[config.mk]
export PLATFORM = sky130hd
export DESIGN_NAME = fetch_stage
export DESIGN_NICKNAME = d
export VERILOG_FILES = /design/src/rtl/cpu_defs.sv /design/src/rtl/fetch_skid_buf.sv /design/src/rtl/fetch_stage.sv
export SDC_FILE = /design/constraint.sdc
export NUM_CORES = 1
export LEC_CHECK = 0
export ABC_AREA = 1
export BUFFER_PORTS_ARGS = -buffer_cell sky130_fd_sc_hd__buf_2
export CELL_PAD_IN_SITES_DETAIL_PLACEMENT = 0
export CELL_PAD_IN_SITES_GLOBAL_PLACEMENT = 1
export CORE_ASPECT_RATIO = 2
export CORE_UTILIZATION = 40
export DETAILED_ROUTE_END_ITERATION = 6
export PLACE_DENSITY_LB_ADDON = 0.08
export SETUP_SLACK_MARGIN = 0.02
export SLEW_MARGIN = 20
export SYNTH_ARGS = -nofsm -noshare
export SYNTH_HDL_FRONTEND = slang
export SYNTH_SLANG_ARGS = --single-unit
[constraint.sdc]
create_clock -name clk -period 2.05 [get_ports clk]
set_input_delay 0.1025 -clock clk [delete_from_list [all_inputs] [get_ports clk]]
set_output_delay 0.1025 -clock clk [all_outputs]
set_load 0.05 [all_outputs]
[src/rtl/cpu_defs.sv]
// cpu_defs: shared constants and state encoding for the fetch stage.
// Imported by fetch_stage and fetch_skid_buf.
package cpu_defs;

    localparam int unsigned INSTR_W = 32;
    localparam logic [31:0] RESET_PC_DEFAULT = 32'hBFC0_0000;

    typedef enum logic [1:0] {
        S_REQ  = 2'd0,
        S_WAIT = 2'd1,
        S_HOLD = 2'd2
    } fetch_state_t;

endpackage

[src/rtl/fetch_skid_buf.sv]
// fetch_skid_buf: single-entry {instr, pc} holding register.
// Ports: load/unload/clear controls, in_instr/in_pc data, full/instr/pc state.
module fetch_skid_buf
    import cpu_defs::*;
#(
    parameter int unsigned W = INSTR_W
) (
    input  logic         clk,
    input  logic         resetn,
    input  logic         load,
    input  logic         unload,
    input  logic         clear,
    input  logic [W-1:0] in_instr,
    input  logic [W-1:0] in_pc,
    output logic         full,
    output logic [W-1:0] instr,
    output logic [W-1:0] pc
);

    always_ff @(posedge clk or negedge resetn) begin
        if (!resetn) begin
            full  <= 1'b0;
            instr <= '0;
            pc    <= '0;
        end else if (clear) begin
            full <= 1'b0;
        end else if (load) begin
            full  <= 1'b1;
            instr <= in_instr;
            pc    <= in_pc;
        end else if (unload) begin
            full <= 1'b0;
        end
    end

endmodule

[src/rtl/fetch_stage.sv]
// fetch_stage: PC owner, one-outstanding SRAM fetch, registered decode output.
// Ports: clk/resetn, inst_* SRAM req/addr_ok/data_ok, redirect_*, id_* to decode.
module fetch_stage
    import cpu_defs::*;
#(
    parameter int unsigned       DATA_W   = INSTR_W,
    parameter logic [DATA_W-1:0] RESET_PC = RESET_PC_DEFAULT
) (
    input  logic              clk,
    input  logic              resetn,
    output logic              inst_req,
    output logic [DATA_W-1:0] inst_addr,
    input  logic              inst_addr_ok,
    input  logic              inst_data_ok,
    input  logic [DATA_W-1:0] inst_rdata,
    input  logic              redirect_valid,
    input  logic [DATA_W-1:0] redirect_pc,
    output logic              id_valid,
    input  logic              id_ready,
    output logic [DATA_W-1:0] id_instr,
    output logic [DATA_W-1:0] id_pc,
    output logic [DATA_W-1:0] id_pc_plus4
);

    fetch_state_t      state_q, state_d;
    logic [DATA_W-1:0] pc_q, pc_d, pc_next;
    logic              cancel_q, cancel_d;
    logic              out_free;
    logic              take_mem, take_skid;
    logic              skid_load, skid_unload;
    logic              skid_full;
    logic [DATA_W-1:0] skid_instr, skid_pc;

    assign out_free  = !id_valid || id_ready;
    assign pc_next   = pc_q + DATA_W'(4);
    assign inst_addr = pc_q;

    always_ff @(posedge clk or negedge resetn) begin
        if (!resetn) begin
            state_q  <= S_REQ;
            pc_q     <= RESET_PC;
            cancel_q <= 1'b0;
        end else begin
            state_q  <= state_d;
            pc_q     <= pc_d;
            cancel_q <= cancel_d;
        end
    end

    always_comb begin
        state_d     = state_q;
        pc_d        = pc_q;
        cancel_d    = cancel_q;
        inst_req    = 1'b0;
        take_mem    = 1'b0;
        take_skid   = 1'b0;
        skid_load   = 1'b0;
        skid_unload = 1'b0;
        unique case (state_q)
            S_REQ: begin
                inst_req = resetn && out_free;
                if (inst_req && inst_addr_ok) begin
                    state_d  = S_WAIT;
                    // a redirect here still lets the old request go out
                    cancel_d = redirect_valid;
                end
            end
            S_WAIT: begin
                if (inst_data_ok) begin
                    if (cancel_q || redirect_valid) begin
                        state_d  = S_REQ;
                        cancel_d = 1'b0;
                    end else if (out_free) begin
                        take_mem = 1'b1;
                        pc_d     = pc_next;
                        state_d  = S_REQ;
                    end else begin
                        skid_load = 1'b1;
                        pc_d      = pc_next;
                        state_d   = S_HOLD;
                    end
                end else if (redirect_valid) begin
                    cancel_d = 1'b1;
                end
            end
            S_HOLD: begin
                if (redirect_valid) begin
                    state_d = S_REQ;
                end else if (id_ready && skid_full) begin
                    take_skid   = 1'b1;
                    skid_unload = 1'b1;
                    state_d     = S_REQ;
                end
            end
            default: state_d = S_REQ;
        endcase
        if (redirect_valid)
            pc_d = redirect_pc & ~DATA_W'(3);
    end

    fetch_skid_buf #(.W(DATA_W)) u_skid (
        .clk      (clk),
        .resetn   (resetn),
        .load     (skid_load),
        .unload   (skid_unload),
        .clear    (redirect_valid),
        .in_instr (inst_rdata),
        .in_pc    (pc_q),
        .full     (skid_full),
        .instr    (skid_instr),
        .pc       (skid_pc)
    );

    always_ff @(posedge clk or negedge resetn) begin
        if (!resetn) begin
            id_valid    <= 1'b0;
            id_instr    <= '0;
            id_pc       <= '0;
            id_pc_plus4 <= '0;
        end else if (redirect_valid) begin
            id_valid <= 1'b0;
        end else if (take_mem) begin
            id_valid    <= 1'b1;
            id_instr    <= inst_rdata;
            id_pc       <= pc_q;
            id_pc_plus4 <= pc_next;
        end else if (take_skid) begin
            id_valid    <= 1'b1;
            id_instr    <= skid_instr;
            id_pc       <= skid_pc;
            id_pc_plus4 <= skid_pc + DATA_W'(4);
        end else if (id_ready) begin
            id_valid <= 1'b0;
        end
    end

endmodule
-- Yosys cells after proc, flatten, opt, wreduce, memory -nomap -nowiden
Index checks and enable logic that the tools add are counted.
- logic and storage cells: 80
- bits in registers: 197
- bits of input ports: 70
- add/sub/neg operators: 2
- multiplexer cells: 41
- bitwise logic cells: 1
- equal/unequal tests: 8
- reductions and logical operators: 18
- operators with widths (operator ; number):
    2-to-1 mux 32 bit ; 10
    adder 32 x 3 -> 32 bit (second input constant) ; 2
    2-to-1 mux 1 bit ; 23
    2-to-1 mux 2 bit ; 6
    != test 3 bit (second input constant) ; 3
    nonzero test 2 bit ; 4
    != test 2 bit (second input constant) ; 3
    one-hot mux 2 bit (3 select lines) ; 1
    AND reduction 3 bit ; 2
    AND reduction 2 bit ; 2
    AND reduction 4 bit ; 1
    nonzero test 4 bit ; 1
    logical AND 1 bit ; 3
    nonzero test 3 bit ; 1
    == test 2 x 1 -> 1 bit (second input constant) ; 1
    == test 2 bit (second input constant) ; 1
    logical NOT 2 bit ; 1
    logical OR 1 bit ; 2
    one-hot mux 1 bit (2 select lines) ; 1
    logical NOT 1 bit ; 1
    NOT 1 bit ; 1

-- Longest topological paths before layout
- word-level depth: 8
- gate-level depth with buffers: 12

-- Modules after synthesis
A second synthesis with hierarchy kept.
- cell total of the unflattened synthesis: 1279
- area, all modules: 9836.9 µm²
- modules (own cells, without submodules) (module ; times used ; cells each ; area an instance (µm²)):
    fetch_stage ; 1 ; 996 ; 7249.5
    fetch_skid_buf ; 1 ; 283 ; 2587.5

-- Worst setup path after synthesis
Ideal clock, no wire load.
- path kind: flip-flop to flip-flop
- start point: register pc_q[3], in the netlist inst_addr[3]
- end point: register id_pc_plus4[20]
- arrival time: 1.837 ns
- buffers on the path: 0
- library setup time: 0.118 ns
- cell stages (with the launch flop): 13
- required time: 1.932 ns
- path slack: 0.095 ns
- path through: dfrtp_1 ha_1 nand2_1 nor2_2 nand2_2 nor2_2 nand2_1 nand2_1 nand2_1 nand2_1 nand2_1 nand2_1 nand2_1
- longest elaborated chain between the ends: 2
- ends and longest elaborated chain (what ; RTL line ; source):
    from (decl) ; fetch_stage.sv:26 ; logic [DATA_W-1:0] pc_q, pc_d, pc_next;
    from (signal assigned) ; fetch_stage.sv:45 ; pc_q <= pc_d;
    adder 32 x 3 -> 32 bit ; fetch_stage.sv:35 ; assign pc_next = pc_q + DATA_W'(4);
    2-to-1 mux 32 bit ; fetch_stage.sv:122 ; end else if (take_mem) begin
    to (signal assigned) ; fetch_stage.sv:126 ; id_pc_plus4 <= pc_next;
    to (signal assigned) ; fetch_stage.sv:131 ; id_pc_plus4 <= skid_pc + DATA_W'(4);
    to (decl) ; fetch_stage.sv:22 ; output logic [DATA_W-1:0] id_pc_plus4
Every way passes these cells.
A chain may end at the register's enable or synchronous reset.

-- Worst setup path in the final report
- start point: register u_skid.pc[3]
- end point: register id_pc_plus4[28]
- longest elaborated chain between the ends: 3
- ends and longest elaborated chain (what ; RTL line ; source):
    from (decl) ; fetch_skid_buf.sv:17 ; output logic [W-1:0] pc
    from (signal assigned) ; fetch_skid_buf.sv:30 ; pc <= in_pc;
    adder 32 x 3 -> 32 bit ; fetch_stage.sv:131 ;
    2-to-1 mux 32 bit ; fetch_stage.sv:127 ; end else if (take_skid) begin
    2-to-1 mux 32 bit ; fetch_stage.sv:122 ;
Every way passes these cells. The select of a mux whose other input is x is not followed.

==> impl_metrics.tcl <==
set metrics [dict create \
    outcome "complete, no violations" \
    p_clk_share_pct 20.2 \
    synth_area_mm2 0.00944 \
    critPathCapture "id_pc_plus4[28]" \
    gp_congestion 0.885 \
    p_sw_w 0.00779 \
    layout.nets 1514 \
    die-area_mm2 0.0243 \
    power_density_mw_per_mm2 1330 \
    cp.arrival_ns 2.30 \
    crit_start "u_skid.pc[3]" \
    antenna_left 0 \
    hold_path_class "primary input to flip-flop" \
    p_sw_share_pct 47.9 \
    worstSkewPairLatency_ns 0.45 \
    num_vias 8893 \
    cp.required_ns 2.44 \
    whs_ns 0.0282 \
    drt-total-wl_um 33000 \
    fp.dieW_um 111 \
    power_frac_comb_pct 44.1 \
    grt_pass1_wl_um 51000 \
    fin_area_mm2 0.0122 \
    clk_path_buf_depth 2 \
    rr_worst_depth 11 \
    drt-pass1-iter-count 6 \
    dpl-instance-area_mm2 0.0110 \
    worstHoldPathCells 5 \
    wl_per_cell_um 19.0 \
    grt_start_max_net_pins 108 \
    grt_usage_pct 28.1 \
    path_class "flip-flop to flip-flop" \
    cts_root_buf "clkbuf_16" \
    yosysWarnings 0 \
    rsz0062_at_grt "true" \
    cts_made_buffers 17 \
    die_h_um 219 \
    clock-sinks 189 \
    ios 200 \
    synth_edf_count 0 \
    period_minus_slack_ns 1.92 \
    p_int_w 0.00846 \
    synth_ff_type "dfrtp_1" \
    netlist_instances 1169 \
    ys_ff_latch 189 \
    ir_drop_mv 0.932 \
    syn2layout_area_growth_pct 29.2 \
    async_flop_share_pct 100 \
    hold_viol_final 0 \
    drv_slew 0 \
    cts_setup_buffers 0 \
    seq_area_frac_synth_pct 50.2 \
    max_cap_violations 0 \
    tightest_slew_ns 0.654 \
    row_count 79 \
    grt_pass1_vias 8998 \
    finalCritPeriodShare_pct 93.5 \
    timing.reg2reg.setup_slack_ns 0.13 \
    r2r-end "id_pc_plus4[28]" \
    core_area_mm2 0.0232 \
    htree_levels 4 \
    fillers 2358 \
    drt_first_iter_violations 359 \
    cts_tree "built" \
    cts.clk_slew.worst_paths_ns 0.07 \
    pwr-share-seq_pct 35.6 \
    setup_violations 0 \
    place_inst 1640 \
    cp-end-kind "flip-flop" \
    grt_overflow 0 \
    slew_headroom_pct 56.4 \
    dp_hpwl_um 23900 \
    start_kind "flip-flop" \
    r2r-start "u_skid.pc[3]" \
    fin_util_pct 52.5 \
    start_util_pct 40.6 \
    ys_types 38 \
    final_layout_size_suffix_gt1_share_pct 22.7 \
    diodes 0 \
    place.port_buffers 191 \
    finClkSkew_ns 0.0101 \
    p_leak_nw 6.05 \
    critPathMaxFanout 5 \
    clock.fmax_mhz 522 \
    antenna_found_initial 0 \
    fin_cells 1738 \
    drc 0 \
    avgSynthCellArea_um2 8.08 \
    viasPerCell 5.12 \
]
==> worst min path at each step <==
stage                  from               to  slack (ns)
2_1_floorplan        resetn         cancel_q       -0.19
3_3_place_gp         resetn  id_pc_plus4[12]        0.03
3_5_place_dp         resetn  id_pc_plus4[12]        0.03
4_1_cts        inst_addr_ok       state_q[0]       0.005
5_1_grt        inst_addr_ok       state_q[0]        0.05
6_report       inst_addr_ok       state_q[0]        0.03
==> power groups by stage <==
stage	sequential (W)	clock, W	combinational, W
2_1_floorplan	0.00895	0	0.00191
3_3_place_gp	0.00583	0	0.00708
3_5_place_dp	0.00586	0	0.00711
4_1_cts	0.00581	0.00338	0.00722
5_1_grt	0.00593	0.00349	0.00766
6_report	0.00579	0.00329	0.00717
==> cell type report <==
class                   instances  area [µm²]  share of cell area, %
clock buffers                  21         460                   3.78
clock inverters                11         108                  0.882
inverters                      73         274                   2.25
multi-input cells             856        4170                   34.2
flip-flops and latches        189        4740                   38.9
well taps                     283         354                   2.90
repair buffers                305        2090                   17.1
==> critical path, stage by stage (launching register included) <==
cell	delay (ns)
dfrtp_1	0.40
ha_1	0.20
inv_1	0.06
nor2_2	0.17
nand2_1	0.18
nor2_2	0.34
nand2_1	0.10
nand2_1	0.06
nand3_1	0.11
nand2_1	0.10
nand2_1	0.05
nand2_1	0.06
==> logic make-up after synthesis <==
family | share of synthesized area, %
buffers and inverters | 6.12
flip-flops | 50.2
AO/OA/AOI/OAI | 11.0
AND/OR/NAND/NOR | 27.5
multiplexers | 2.82
other | 0.0397
XOR/XNOR | 2.04
adder cells (fa/ha/maj) | 0.265
==> cells in the mapped netlist (13+ instances only) <==
cell type	count	area (µm²)
nor2_1	183	687
nand3_1	52	260
nand2_1	379	1420
xor2_1	21	184
buf_2	15	75.1
dfrtp_1	180	4500
o211ai_1	28	210
inv_1	69	259
clkbuf_1	22	82.6
o22ai_1	57	357
o21ai_0	44	220
mux2_2	13	146
a21oi_1	14	70.1
==> sequential cells by signal, indices dropped and copies added, names as in the netlist <==
register      flops
u_skid.full       1
inst_addr        30
id_pc            30
id_instr         32
id_pc_plus4      30
id_valid          1
u_skid.instr     32
state_q           2
u_skid.pc        30
cancel_q          1
==> cell usage in the layout, fill, tap and decap left out, types with 2 or more instances in the layout <==
cell type,instances
a21oi_1,14
a221oi_1,3
a221oi_2,4
buf_12,8
buf_2,190
buf_4,40
clkbuf_1,2
clkbuf_16,17
clkbuf_8,3
clkinv_2,2
clkinv_4,2
clkinvlp_4,2
conb_1,6
dfrtp_1,180
dfstp_2,9
dlygate4sd3_1,66
ha_1,2
inv_1,69
inv_2,4
inv_6,4
mux2_2,13
mux2_4,8
nand2_1,378
nand2_2,2
nand2_4,2
nand3_1,52
nand3b_1,2
nand4_1,2
nor2_1,183
nor2_2,9
nor2_4,7
o211ai_1,28
o21ai_0,44
o21ai_1,2
o221ai_1,9
o22ai_1,57
xor2_1,21
==> metrics by stage <==
stage                     setup slack, ns  total power [W]  TNS (ns)
after floorplan                    0.0950           0.0109         0
after global placement              0.167           0.0129         0
after detailed placement            0.141           0.0130         0
after CTS                           0.120           0.0164         0
after global routing             -0.00578           0.0171  -0.00963
final                               0.132           0.0163         0
==> routing by layer <==
| metal | track usage (%) | vias up | share of wire (%) |
|---|---|---|---|
| li1 | - | 4323 | - |
| met1 | 29.9 | 4269 | 37 |
| met2 | 52.7 | 237 | 55 |
| met3 | 4.75 | 64 | 3.6 |
| met4 | 14.5 | 0 | 4.6 |
| met5 | 0 | - | 0 |
==> repair_timing <==
action / 4_1_cts / 5_1_grt
resized for setup: 0 / 2
setup endpoints to repair: 0 / 2
endpoints found under the hold margin: 128 / 0
hold buffers: 66 / 0
(Power assumes the default switching activity.)
